--- config.mk ---
export PLATFORM = sky130hd
export DESIGN_NAME = permuter_swap_ctrl
export DESIGN_NICKNAME = d
export VERILOG_FILES = /design/src/rtl/permuter_swap_ctrl.sv
export SDC_FILE = /design/constraint.sdc
export NUM_CORES = 1
export LEC_CHECK = 0
export CORE_ASPECT_RATIO = 0.5
export CORE_MARGIN = 4
export CORE_UTILIZATION = 38
export CTS_CLUSTER_SIZE = 20
export DETAILED_ROUTE_END_ITERATION = 10
export PLACE_DENSITY = 0.85
export RECOVER_POWER = 25
export SYNTH_ARGS = -nofsm -noshare
export SYNTH_HDL_FRONTEND = slang
export SYNTH_SLANG_ARGS = --single-unit
--- constraint.sdc ---
create_clock -name clk -period 3.7 [get_ports clk]
set_input_delay 0.37 -clock clk [delete_from_list [all_inputs] [get_ports clk]]
set_output_delay 0.37 -clock clk [all_outputs]
set_load 0.005 [all_outputs]
--- src/rtl/permuter_swap_ctrl.sv ---
`default_nettype none
// +----------------------------------------------------------------------------+
// | Module   : permuter_swap_ctrl                                              |
// | Purpose  : Stages two flits, arbitrates golden > older > round-robin, and  |
// |            emits a registered swap bit aligned with the staged flits.      |
// | Options  : SWAP_STATS_EN enables the saturating deflection counter.        |
// | Revision : 1.0 - initial release                                           |
// +----------------------------------------------------------------------------+
module permuter_swap_ctrl #(
  parameter int WIDTH     = 32,
  parameter int AGE_W     = 8,
  parameter int ID_W      = 4,
  parameter int NUM_NODES = 16,
  parameter int EPOCH_LEN = 64
) (
  input  logic             clk,
  input  logic             reset,
  input  logic [WIDTH-1:0] in_flit0,
  input  logic [WIDTH-1:0] in_flit1,
  input  logic             in_valid0,
  input  logic             in_valid1,
  input  logic [AGE_W-1:0] in_age0,
  input  logic [AGE_W-1:0] in_age1,
  input  logic [ID_W-1:0]  in_src0,
  input  logic [ID_W-1:0]  in_src1,
  input  logic             in_dir0,
  input  logic             in_dir1,
  output logic [WIDTH-1:0] out_flit0,
  output logic [WIDTH-1:0] out_flit1,
  output logic             out_valid0,
  output logic             out_valid1,
  output logic             swap,
  output logic [ID_W-1:0]  golden_id,
  output logic [15:0]      deflect_cnt
);

  localparam int            c_EPOCH_W   = (EPOCH_LEN > 2) ? $clog2(EPOCH_LEN) : 1;
  localparam [c_EPOCH_W-1:0] c_EPOCH_LAST = c_EPOCH_W'(EPOCH_LEN - 1);
  localparam [ID_W-1:0]      c_ID_LAST    = ID_W'(NUM_NODES - 1);

  logic [c_EPOCH_W-1:0] r_epochCnt;
  logic [ID_W-1:0]      r_goldenId;
  logic                 r_tiePtr;

  logic w_gold0;
  logic w_gold1;
  logic w_bothValid;
  logic w_winner;
  logic w_tieCycle;
  logic w_swapNext;

  // Golden match uses the current (pre-update) golden ID.
  assign w_gold0     = in_valid0 && (in_src0 == r_goldenId);
  assign w_gold1     = in_valid1 && (in_src1 == r_goldenId);
  assign w_bothValid = in_valid0 && in_valid1;

  always_comb begin
    w_winner   = 1'b0;
    w_tieCycle = 1'b0;
    w_swapNext = 1'b0;
    if (w_bothValid) begin
      if (w_gold0 ^ w_gold1) begin
        w_winner = w_gold1;
      end else if (in_age0 != in_age1) begin
        w_winner = (in_age1 > in_age0);
      end else begin
        w_winner   = r_tiePtr;
        w_tieCycle = 1'b1;
      end
      w_swapNext = w_winner ? ~in_dir1 : in_dir0;
    end else if (in_valid0) begin
      w_swapNext = in_dir0;
    end else if (in_valid1) begin
      w_swapNext = ~in_dir1;
    end
  end

  always_ff @(posedge clk or posedge reset) begin
    if (reset) begin
      r_epochCnt <= '0;
      r_goldenId <= '0;
      r_tiePtr   <= 1'b0;
    end else begin
      if (r_epochCnt == c_EPOCH_LAST) begin
        r_epochCnt <= '0;
        r_goldenId <= (r_goldenId == c_ID_LAST) ? '0 : r_goldenId + 1'b1;
      end else begin
        r_epochCnt <= r_epochCnt + 1'b1;
      end
      if (w_tieCycle) begin
        r_tiePtr <= ~r_tiePtr;
      end
    end
  end

  // Flits stay on their own lane; the downstream permuter applies swap.
  always_ff @(posedge clk or posedge reset) begin
    if (reset) begin
      out_flit0  <= '0;
      out_flit1  <= '0;
      out_valid0 <= 1'b0;
      out_valid1 <= 1'b0;
      swap       <= 1'b0;
    end else begin
      out_flit0  <= in_flit0;
      out_flit1  <= in_flit1;
      out_valid0 <= in_valid0;
      out_valid1 <= in_valid1;
      swap       <= w_swapNext;
    end
  end

  assign golden_id = r_goldenId;

`ifdef SWAP_STATS_EN
  logic        w_deflect;
  logic [15:0] r_deflectCnt;

  assign w_deflect = w_bothValid && (in_dir0 == in_dir1);

  always_ff @(posedge clk or posedge reset) begin
    if (reset) begin
      r_deflectCnt <= 16'h0;
    end else if (w_deflect && (r_deflectCnt != 16'hFFFF)) begin
      r_deflectCnt <= r_deflectCnt + 16'h1;
    end
  end

  assign deflect_cnt = r_deflectCnt;
`else
  assign deflect_cnt = 16'h0;
`endif

endmodule
`default_nettype wire

==> impl_metrics.ini, run 1 <==
[run_status]
status = finished, final reports clean

[logic_synthesis]
avgSynthCellArea_um2 = 15.0
synth-seq-cells = 78
synth_edf_count = 0
synthArstFlopShare_pct = 100
yosysSeqAreaShare_pct = 73.4
synthesis.area_um2 = 2660
syn_inst = 177
synth_top_cell_by_area = dfrtp_1
yosysWarnings = 0
synthDistinctLibCells = 29
synth_common_cells = dfrtp_1, buf_4, inv_1
ys.flop_type = dfrtp_1
yosysMostFrequentCell = dfrtp_1
yosysTopAreaCellShare_pct = 73.4
yosys-top-cells-area = dfrtp_1, ha_1, buf_4, xor2_1, inv_1

[timing]
fin_crit_sh_pct = 51.8
rsz0062_at_grt = false
setup_viol = 0
worst_slew_pin_slew_ps = 589
fin_skew_ps = 5.54
fmax_ghz = 0.522
setup_tns_ps = 0
final-hold-violation-count = 0
final-max-slew-violation-count = 0
holdWs_ps = 361
slew_headroom_pct = 60.6
fin_crit_ps = 1920

[layout]
postLayoutCellArea_um2 = 4690
diodes = 0
drive_gt1_share_pct = 6.74
synthToLayoutAreaGrowth_pct = 76.3
fin_nets = 455
final_util_pct = 69.7
fill_cells = 445

[detailed_routing]
ant_nets = 0
first_iter_violations = 98
routed_wl_mm = 7.44
vias = 1949
wl_per_cell_um = 16.6
avgViaCountPerCell = 4.35
drt_drc_violations_left = 0
dr.pass1.iters = 4

[hold_path]
holdCritPathClass = in -> async

[grt]
grt_pass1_vias = 2112
grt_max_degree = 35
antenna_found_initial = 0
grt_pass1_wl_mm = 11.2
track_usage_pct = 17.7
grt-ovfl-total = 0

[worst_setup_path]
rr_worst_depth = 4
worstPathArrival_ps = 2130
max_stage_delay_ps = 460
crit_chain = clkdlybuf4s50_1, inv_1, ha_1, nand4_1, o32a_1, o2111a_1, a31o_1
reg2reg_slack_ps = 1940
cp.required_ps = 3910
timing.rr.start = r_epochCnt[0]
end_kind = flip-flop
cp_slowest_cell = clkdlybuf4s50_1
r2r_end = golden_id[0]
cp_max_fo = 3
crit_type = in -> reg
cp-start-kind = input pin

[clocking]
clock_sinks = 78
clock_path_buffers = 2
path_clk_slew_ps = 60
post_cts_buffers = 0
insertion_delay_ps = 320
post_cts_resized = 0
cts_root_buf = clkbuf_16
cts_hold_buf = 0
ctsHtreeMaxLevel = 3
cts_tree = built
cts_buffers = 9

[floorplanning]
die-area_um2 = 8480
core_area_um2 = 6730
die_w_um = 126
ios = 181
start_util_pct = 39.5
num_rows = 21
fp.dieH_um = 67.2

[power]
p_leak_nw = 2.07
irDropWorstVdd_v = 0.000293
power_density_nw_per_um2 = 450

[place]
place_area_um2 = 4350
dp_hpwl_mm = 5.71
port_buffers = 164
gp_congestion = 0.903

[flow_run]
cap_violations = 0
[worst max-delay path: cells and delay by family]
kind            cells  cell delay (ps)
compound gates      3              810
buf+inv             2              510
fa+ha+maj           1              310
simple gates        1              130
[worst max path at each step]
stage               start           end  cells after the start
2_1_floorplan       reset  golden_id[0]                      1
4_1_cts        in_age0[7]          swap                      7
5_1_grt        in_age0[3]          swap                      8
6_report       in_age0[7]          swap                      7
3_3_place_gp   in_age0[7]          swap                      7
3_5_place_dp   in_age0[7]          swap                      7
[flip-flops by register name, indices dropped and copies added (netlist names)]
signal and cells:
golden_id 4, out_valid1 1, r_tiePtr 1, out_flit0 32, out_flit1 32, out_valid0 1
r_epochCnt 6, swap 1
[placed cells by master (no fill, tap or decap)]
master	Yosys	layout
a31o_1	1	1
inv_2	0	1
a21oi_1	4	4
inv_1	12	11
xor2_2	1	1
o21ai_0	6	6
nor4_4	1	1
conb_1	1	16
dlygate4sd3_1	0	56
nand3_1	5	5
bufinv_16	0	3
o32a_1	1	1
o2111a_1	1	1
nand2_1	7	7
nor2b_1	1	1
clkbuf_16	0	9
ha_1	10	10
nor3b_2	1	1
clkinv_2	0	3
xor2_1	8	8
nor3_1	2	2
a31oi_1	1	1
nor2_1	5	5
xnor2_1	4	4
o31ai_1	1	1
nand4_1	3	3
mux2_2	2	2
a221oi_1	1	1
buf_4	16	2
o211ai_1	1	1
clkdlybuf4s50_1	0	108
o21ai_1	1	1
clkinvlp_4	0	1
dfrtp_1	78	78
[cell type report]
| class | instances | area (um^2) | share of cell area, % |
|---|---|---|---|
| Tap cell | 92 | 115 | 2.45 |
| Clock buffer | 9 | 225 | 4.80 |
| Multi-Input combinational cell | 84 | 583 | 12.4 |
| Timing Repair Buffer | 166 | 1660 | 35.3 |
| Clock inverter | 7 | 113 | 2.40 |
| Sequential cell | 78 | 1950 | 41.6 |
| Inverter | 12 | 45.0 | 0.961 |
[routing by layer]
| layer | wire length [um] | track usage (%) | share of wire [%] |
|---|---|---|---|
| met5 | 0 | 0 | 0 |
| met4 | 93 | 5.75 | 1.3 |
| met1 | 2590 | 18.4 | 35 |
| met2 | 4410 | 35.1 | 59 |
| met3 | 341 | 5.21 | 4.6 |
[metrics by stage]
stage / worst slack [ps] / power [mW] / cells
5_1_grt: 1740 / 2.19 / 448
3_5_place_dp: 1450 / 1.16 / 432
6_report: 1780 / 2.11 / 448
2_1_floorplan: 1330 / 0.977 / 192
3_3_place_gp: 1500 / 1.15 / 432
4_1_cts: 1790 / 2.14 / 448
[cell families (layout without fill, tap and decap cells)]
logic type | after synthesis | after routing | share of synthesized area [%]
AO/OA/AOI/OAI | 18 | 18 | 4.33
XOR/XNOR | 13 | 13 | 4.56
flip-flops | 78 | 78 | 73.4
buffers and inverters | 30 | 194 | 6.82
adder cells (fa/ha/maj) | 10 | 10 | 4.70
multiplexers | 2 | 2 | 0.847
AND/OR/NAND/NOR | 25 | 25 | 5.22
other | 1 | 16 | 0.141
[power breakdown]
part | internal (mW) | switching (mW) | total (mW) | leakage, nW
registers | 0.892 | 0.0123 | 0.904 | 0.921
clock network | 0.655 | 0.323 | 0.978 | 0.165
logic | 0.151 | 0.0766 | 0.228 | 0.987
Note: power is estimated with default switching activity, not from simulation.
==> run 2, diff against run 1 <==
--- a/config.mk
+++ b/config.mk
@@ -7,10 +7,10 @@
 export LEC_CHECK = 0
 export CORE_ASPECT_RATIO = 0.5
 export CORE_MARGIN = 4
-export CORE_UTILIZATION = 38
+export CORE_UTILIZATION = 32
 export CTS_CLUSTER_SIZE = 20
 export DETAILED_ROUTE_END_ITERATION = 10
-export PLACE_DENSITY = 0.85
+export PLACE_DENSITY = 0.77
 export RECOVER_POWER = 25
 export SYNTH_ARGS = -nofsm -noshare
 export SYNTH_HDL_FRONTEND = slang
==> constraint.sdc (replaced) <==
create_clock -name clk -period 1.7 [get_ports clk]
set_input_delay 0.17 -clock clk [delete_from_list [all_inputs] [get_ports clk]]
set_output_delay 0.17 -clock clk [all_outputs]
set_load 0.005 [all_outputs]
==> run 2 against run 1 <==
Net effect: power grew 110%; die area grew 17%; clock power increased by 92%; clock skew increased by 1.2 ps; critical path type unchanged; highest routed layer unchanged.
==> impl_metrics.ini, run 2 (synthesis gave the netlist of run 1 again) <==
[worst_setup_path]
cp.required_ps = 1910
crit_type = in -> reg
cp_max_fo = 3
crit_chain = clkdlybuf4s50_1, ha_4, nand4_1, o32a_1, o2111a_1, a31o_1
worstPathArrival_ps = 1860
cp-start-kind = input pin
max_stage_delay_ps = 450
rr_worst_depth = 5
cp_slowest_cell = clkdlybuf4s50_1
end_kind = flip-flop

[grt]
grt_max_degree = 39
track_usage_pct = 15.3
use_met2_pct = 30.3
busiest_layer = met2
grtUsageMet3_pct = 4.71
grt_pass1_vias = 2224
grtUsageMet1_pct = 15.0
antenna_found_initial = 0
grt_pass1_wl_mm = 11.4
grt-ovfl-total = 0

[clocking]
clock_sinks = 78
insertion_delay_ps = 330
post_cts_buffers = 0
clock_path_buffers = 2
path_clk_slew_ps = 50
cts_tree = built
cts_buffers = 9
cts_hold_buf = 0
cts_root_buf = clkbuf_16
ctsHtreeMaxLevel = 3

[detailed_routing]
ant_nets = 0
drt_drc_violations_left = 0
routed_wl_mm = 7.39
wl_per_cell_um = 15.6
avgViaCountPerCell = 4.16
first_iter_violations = 45
dr.pass1.iters = 4
vias = 1968

[layout]
drive_gt1_share_pct = 10.8
diodes = 0
mostFrequentLayoutCell = clkdlybuf4s50_1
fin_nets = 461
final_cell_mix = clkdlybuf4s50_1, dfrtp_1, dlygate4sd3_1
synthToLayoutAreaGrowth_pct = 81.0
reg_top3 = out_flit0 (32), out_flit1 (32), r_epochCnt (6)

[power]
power_density_nw_per_um2 = 907
p_leak_nw = 2.12
power_mw = 4.37
irDropWorstVdd_v = 0.000538

[floorplanning]
ios = 181
die-area_um2 = 9920
start_util_pct = 33.0
fp.dieH_um = 72.5
core_area_um2 = 8060
die_w_um = 137
num_rows = 23

[timing]
layout_setup_ws_ps = 51.0
fin_crit_sh_pct = 97.0
holdWs_ps = 160
fin_skew_ps = 6.71
fmax_ghz = 0.606
setup_tns_ps = 0
final-hold-violation-count = 0
setup_viol = 0
rsz0062_at_grt = false
fin_crit_ps = 1650
final-max-slew-violation-count = 0

[flow_run]
cap_violations = 0

[run_status]
status = finished, final reports clean

[place]
gp_congestion = 0.793
dp_hpwl_mm = 5.98
port_buffers = 164
dp_slack_ps = -365

[hold_path]
holdCritPathClass = in -> async
run 2: timing repair:
item	4_1_cts	5_1_grt
hold endpoints to repair	0	0
pin swaps	1	8
setup endpoints to repair	1	2
resized for setup	1	14
run 2: through the flow:
step / utilization [%] / cell area [um^2] / instances
final: 59.8 / 4810 / 473
after detailed placement: 55.2 / 4450 / 458
after floorplan: - / 2720 / 192
after CTS: 59.0 / 4760 / 473
after global placement: 55.2 / 4450 / 458
after global routing: 59.8 / 4810 / 473
run 2: layout make-up:
class	count	area, um^2
Fill cell	620	3240
Clock buffer	10	239
Multi-Input combinational cell	84	634
Sequential cell	78	1950
Tap cell	112	140
Timing Repair Buffer	172	1740
Inverter	12	48.8
Clock inverter	5	60.1
run 2: critical path: cells and delay by family:
kind            cells  cell delay [ps]
simple gates        1              140
compound gates      3              810
buf+inv             1              450
fa+ha+maj           1              280
run 2: worst paths after layout:
check                             startpoint             to  slack [ps]
worst max-delay path              in_age1[6]           swap          50
worst min-delay path                   reset  out_flit0[13]         160
worst max register to register  golden_id[3]           swap          90
worst min register to register      r_tiePtr       r_tiePtr         470
max in group asynchronous              reset   out_flit0[4]        1060
min in group clk                 in_flit0[0]   out_flit0[0]         290
run 2: where the power goes:
part	switching [mW]	leakage, nW	internal [mW]
combinational	0.173	1.07	0.345
clock	0.716	0.133	1.17
sequential	0.0249	0.919	1.94
run 2: metal layers:
layer | wire (um) | vias to the layer above
li1 | - | 911
met1 | 2380 | 975
met2 | 4440 | 68
met3 | 437 | 14
met4 | 135 | 0
met5 | 0 | -
